### src/rtl/dma_reader.sv
// AXI3 read master: fetches a contiguous block of 64-bit words from DDR
// over HP0 and delivers them in order on a first-word fall-through stream.
module dma_reader #(
    parameter int DATA_WIDTH  = 64,
    parameter int BURST_LEN   = 16,
    parameter int FIFO_DEPTH  = 32,
    parameter int COUNT_WIDTH = 20
) (
    input  logic                   aclk,
    input  logic                   rst_i,
    input  logic                   start_i,
    input  logic [31:0]            base_addr_i,
    input  logic [COUNT_WIDTH-1:0] num_words_i,
    output logic                   busy_o,
    output logic                   done_o,
    output logic                   error_o,
    output logic [31:0]            m_axi_araddr,
    output logic [3:0]             m_axi_arlen,
    output logic [2:0]             m_axi_arsize,
    output logic [1:0]             m_axi_arburst,
    output logic                   m_axi_arvalid,
    input  logic                   m_axi_arready,
    input  logic [DATA_WIDTH-1:0]  m_axi_rdata,
    input  logic [1:0]             m_axi_rresp,
    input  logic                   m_axi_rlast,
    input  logic                   m_axi_rvalid,
    output logic                   m_axi_rready,
    output logic [DATA_WIDTH-1:0]  data_o,
    output logic                   valid_o,
    input  logic                   ready_i
);
    localparam int LEN_W  = $clog2(BURST_LEN) + 1;
    localparam int OFF_W  = $clog2(BURST_LEN);
    localparam int SIZE_B = $clog2(DATA_WIDTH / 8);
    localparam int PTR_W  = $clog2(FIFO_DEPTH);
    localparam int CNT_W  = PTR_W + 1;

    typedef enum logic [2:0] {
        S_IDLE, S_ADDR, S_DATA, S_DRAIN, S_DONE
    } state_t;

    state_t                  r_state;
    state_t                  w_next;
    logic [31:0]             r_addr;
    logic [COUNT_WIDTH-1:0]  r_remaining;
    logic [LEN_W-1:0]        r_len;
    logic [LEN_W-1:0]        r_beat;
    logic                    r_busy;
    logic                    r_done;
    logic                    r_error;
    logic                    r_arvalid;
    logic [31:0]             r_araddr;
    logic [3:0]              r_arlen;

    logic [DATA_WIDTH-1:0]   r_mem [FIFO_DEPTH];
    logic [PTR_W-1:0]        r_wptr;
    logic [PTR_W-1:0]        r_rptr;
    logic [CNT_W-1:0]        r_count;

    logic [LEN_W-1:0]        w_room;
    logic [LEN_W-1:0]        w_len;
    logic [CNT_W-1:0]        w_free;
    logic                    w_credit;
    logic                    w_ar_fire;
    logic                    w_beat_fire;
    logic [LEN_W-1:0]        w_beat_next;
    logic                    w_last_beat;
    logic [COUNT_WIDTH-1:0]  w_rem_next;
    logic                    w_accept;
    logic                    w_push;
    logic                    w_pop;
    logic                    w_rready;

    // Bursts stop at the next BURST_LEN*8-byte boundary, never crossing 4 KB
    assign w_room = LEN_W'(BURST_LEN) - {1'b0, r_addr[OFF_W+SIZE_B-1:SIZE_B]};

    always_comb begin
        w_len = w_room;
        if (r_remaining < COUNT_WIDTH'(w_room))
            w_len = r_remaining[LEN_W-1:0];
    end

    assign w_free      = CNT_W'(FIFO_DEPTH) - r_count;
    assign w_credit    = (w_free >= CNT_W'(w_len));
    assign w_ar_fire   = r_arvalid & m_axi_arready;
    assign w_beat_fire = (r_state == S_DATA) & m_axi_rvalid;
    assign w_beat_next = r_beat + LEN_W'(1);
    assign w_last_beat = w_beat_fire & (w_beat_next == r_len);
    assign w_rem_next  = r_remaining - COUNT_WIDTH'(r_len);
    assign w_accept    = (r_state == S_IDLE) & start_i;
    assign w_push      = w_beat_fire;
    assign w_pop       = (r_count != '0) & ready_i;

    always_ff @(posedge aclk or posedge rst_i) begin
        if (rst_i)
            r_state <= S_IDLE;
        else
            r_state <= w_next;
    end

    always_comb begin
        w_next = r_state;
        unique case (r_state)
            S_IDLE: begin
                if (start_i)
                    w_next = (num_words_i == '0) ? S_DONE : S_ADDR;
            end
            S_ADDR: begin
                if (w_ar_fire)
                    w_next = S_DATA;
            end
            S_DATA: begin
                if (w_last_beat)
                    w_next = (w_rem_next != '0) ? S_ADDR : S_DRAIN;
            end
            S_DRAIN: begin
                if (r_count == '0)
                    w_next = S_DONE;
            end
            S_DONE:  w_next = S_IDLE;
            default: w_next = S_IDLE;
        endcase
    end

    always_comb begin
        w_rready = 1'b0;
        if (r_state == S_DATA)
            w_rready = 1'b1;
    end

    always_ff @(posedge aclk or posedge rst_i) begin
        if (rst_i) begin
            r_addr      <= '0;
            r_remaining <= '0;
            r_len       <= '0;
            r_beat      <= '0;
            r_busy      <= 1'b0;
            r_done      <= 1'b0;
            r_error     <= 1'b0;
            r_arvalid   <= 1'b0;
            r_araddr    <= '0;
            r_arlen     <= '0;
        end else begin
            r_done <= 1'b0;
            if (w_accept) begin
                r_addr      <= base_addr_i & ~32'h7;
                r_remaining <= num_words_i;
                r_error     <= 1'b0;
                r_busy      <= 1'b1;
            end
            if (r_state == S_DONE) begin
                r_done <= 1'b1;
                r_busy <= 1'b0;
            end
            if (r_state == S_ADDR && !r_arvalid && w_credit) begin
                r_arvalid <= 1'b1;
                r_araddr  <= r_addr;
                r_arlen   <= 4'(w_len - LEN_W'(1));
                r_len     <= w_len;
                r_beat    <= '0;
            end else if (w_ar_fire) begin
                r_arvalid <= 1'b0;
            end
            // The beat counter decides the burst end; rlast is only checked
            if (w_beat_fire) begin
                r_beat <= w_beat_next;
                if ((m_axi_rlast != (w_beat_next == r_len)) ||
                    (m_axi_rresp != 2'b00))
                    r_error <= 1'b1;
                if (w_beat_next == r_len) begin
                    r_addr      <= r_addr + (32'(r_len) << SIZE_B);
                    r_remaining <= w_rem_next;
                end
            end
        end
    end

    always_ff @(posedge aclk) begin
        if (w_push)
            r_mem[r_wptr] <= m_axi_rdata;
    end

    always_ff @(posedge aclk or posedge rst_i) begin
        if (rst_i) begin
            r_wptr  <= '0;
            r_rptr  <= '0;
            r_count <= '0;
        end else begin
            if (w_push)
                r_wptr <= r_wptr + PTR_W'(1);
            if (w_pop)
                r_rptr <= r_rptr + PTR_W'(1);
            if (w_push && !w_pop)
                r_count <= r_count + CNT_W'(1);
            else if (!w_push && w_pop)
                r_count <= r_count - CNT_W'(1);
        end
    end

    assign busy_o        = r_busy;
    assign done_o        = r_done;
    assign error_o       = r_error;
    assign m_axi_araddr  = r_araddr;
    assign m_axi_arlen   = r_arlen;
    assign m_axi_arsize  = 3'(SIZE_B);
    assign m_axi_arburst = 2'b01;
    assign m_axi_arvalid = r_arvalid;
    assign m_axi_rready  = w_rready;
    assign valid_o       = (r_count != '0);
    assign data_o        = (r_count != '0) ? r_mem[r_rptr] : '0;

endmodule

### config.mk
export PLATFORM = sky130hd
export DESIGN_NAME = dma_reader
export DESIGN_NICKNAME = d
export VERILOG_FILES = /design/src/rtl/dma_reader.sv
export SDC_FILE = /design/constraint.sdc
export NUM_CORES = 2
export LEC_CHECK = 0
export BUFFER_PORTS_ARGS = -buffer_cell sky130_fd_sc_hd__buf_2
export CORE_MARGIN = 10
export CORE_UTILIZATION = 35
export CTS_CLUSTER_SIZE = 25
export DETAILED_ROUTE_END_ITERATION = 12
export GPL_ROUTABILITY_DRIVEN = 0
export SETUP_SLACK_MARGIN = 0.1
export SLEW_MARGIN = 10
export SYNTH_ARGS = -nofsm -noshare
export SYNTH_HDL_FRONTEND = slang
export SYNTH_SLANG_ARGS = --single-unit
### constraint.sdc
create_clock -name aclk -period 6.9 [get_ports aclk]
set_clock_uncertainty 0.1 [all_clocks]
set_input_delay 0.69 -clock aclk [delete_from_list [all_inputs] [get_ports aclk]]
set_output_delay 0.69 -clock aclk [all_outputs]
set_load 0.02 [all_outputs]
==> reports/metrics.cfg <==
[run_status]
outcome=complete, no violations

[final_layout]
layout.nets=4412
syn2layout_area_growth_pct=15.0
finalInstanceArea_mm2=0.0983
multi_input_area_mm2=0.0200
seq_area_mm2=0.0645
nFillCells=21366
final_util=0.404
drive_gt1_frac=0.304

[grt]
grt_util_met2=0.255
grt_pass1_wl_mm=307
met3_usage=0.0370
met1_usage=0.214
grtUsageTotal=0.157
grt_max_degree=113
top_usage_layer=met2
antenna_found_initial=32
first_global_vias=42434
gr-total-overflow=0

[synthesis]
synth_ff_type=edfxtp_1
async_flop_share=0.0558
synth_area_leaders=edfxtp_1 72%, mux4_2 16%, dfrtp_1 3.5%
seq_area_frac_synth=0.755
synthCells=3904
synth_warnings=0
synth_common_cells=2048 x edfxtp_1, 589 x mux4_2, 165 x nor2_1
synth-seq-cells=2169
synth_top_area_share=0.719
synth_area_mm2=0.0855
yosysMostFrequentCell=edfxtp_1
synth_edf_count=2048
synth_top_area_cell=edfxtp_1
avgSynthCellArea_um2=21.9
ys_types=88

[setup_path]
r2r_setup_slack_ns=1.75
path_common_cell=mux4_2
slowest_stage=dfrtp_4
arrival_ns=4.39
startpoint=r_rptr[0]
critical-path-max-stage-delay_ns=1.01
path_cells=buf_4 -> mux4_2 -> mux4_2 -> mux2i_1 -> nor2_1 -> buf_2
crit_path_end=data_o[61]
start_kind=register
path_class=reg2out
timing.rr.start=r_addr[3]
worstRegToRegCells=17
cp-end-kind=output pin
required_ns=6.11
r2r_end=m_axi_araddr[1]
path_max_fanout=37

[pwr]
ir_drop_uv=360
power_density_mw_per_mm2=401
power.total_mw=39.5
leakage_nw=31.4

[clock_tree]
clock-root-buffer=clkbuf_16
clk_pin_slew_ns=0.06
clock-sinks=2169
htree_levels=4
clkLatencyLatePin_ns=0.87
clockBufferDepth=3
cts_buffers=214
cts_tree=yes

[sta]
fin_crit_ns=5.18
worst_pin_slew_ns=1.19
setup_viol=0
min_period_over_period=0.751
whs_ns=0.0633
slew_headroom=0.208
final_max_slew_viol_count=0
rsz0062_at_grt=false
max_freq_ghz=0.193
hold_viol_final=0
setup_tns_ns=0

[floorplanning]
io_pins=236
dieHeight_um=514
die_width_um=514
core_mm2=0.243
die_area_mm2=0.264
start_util=0.351
num_rows=181

[drt]
drt_first_pass_iters=5
drc=0
dr.first_iter.drc_count=4117
wl_per_cell_um=27.8
dr_total_vias=40935
routed_via_density=5.36
drt_wl_total_mm=212
postRouteAntennaNets=0

[hold_path]
hold_path_class=in2reg

[job]
cap_violations=0

[placement]
dp_hpwl_mm=112
port_buffers=227
placed_area_mm2=0.0910

==> per-layer routing <==
| metal | routed length, um | vias up |
|---|---|---|
| met2 | 102000 | 1383 |
| met5 | 161 | - |
| met3 | 14800 | 323 |
| met4 | 4940 | 26 |
| met1 | 90100 | 22115 |
| li1 | - | 17088 |
==> stage by stage <==
stage / std cells / worst slack (ns)
after floorplan: 3907 / 1.99
after global placement: 7225 / 1.69
after detailed placement: 7227 / 1.73
after CTS: 7631 / 1.56
after global routing: 7634 / 1.35
final: 7637 / 1.72
==> what timing repair did <==
item | CTS | global route
setup buffers | 0 | 0
gates resized for setup | 0 | 0
hold buffers | 10 | 0
hold endpoints to repair | 75 | 0
==> layout make-up <==
type | count | share of cell area
flip-flops and latches | 2169 | 0.657
clock buffers | 246 | 0.0563
well taps | 3202 | 0.0407
repair buffers | 339 | 0.0246
multi-input cells | 1491 | 0.204
inverters | 36 | 0.00140
diodes | 6 | 0.000153
clock inverters | 148 | 0.0165
==> placed cells by master (no fill, tap or decap), drive strengths merged, types with 18 or more instances in the layout <==
cell,count
nor2,166
nor2b,40
a211oi,64
clkbuf,246
xnor2,25
nand2,52
a31oi,18
mux2i,161
edfxtp,2048
dfrtp,121
clkinv,111
mux2,38
ha,33
a21oi,55
o21ai,31
buf,329
nor3,30
bufinv,24
mux4,589
inv,42
==> critical path: cells and delay by family, from the launching register on <==
kind                   cells  cell delay (ns)
and+or+nand+nor            1             0.18
muxes                      3             1.35
buffers and inverters      2             0.96
DFF                        1             1.01
==> power by group <==
part	internal (mW)	switching, mW	total, mW
sequential	14.9	0.721	15.6
combinational	5.48	6.54	12.0
clock	6.69	5.11	11.8
==> how the worst min path moves through the flow <==
stage / startpoint / endpoint / cells after the start
final: base_addr_i[6] / r_addr[6] / 3
after global routing: base_addr_i[7] / r_addr[7] / 3
after CTS: base_addr_i[30] / r_addr[30] / 3
after detailed placement: m_axi_araddr[30] / m_axi_araddr[30] / 1
after global placement: m_axi_araddr[30] / m_axi_araddr[30] / 1
after floorplan: r_addr[0] / r_addr[0] / 1
==> cell families after synthesis <==
family / share of synthesized area
AO/OA/AOI/OAI: 0.0201
XOR/XNOR: 0.00354
adder cells (fa/ha/maj): 0.00553
buffers and inverters: 0.0139
flip-flops: 0.755
multiplexers: 0.179
other: 0.0000879
AND/OR/NAND/NOR: 0.0229
==> registers in the layout (all words and copies together) (netlist names), 6 cells and up <==
name	flops
r_mem	2048
m_axi_araddr	32
r_addr	32
r_remaining	20
r_count	6
(Power assumes the default switching activity.)
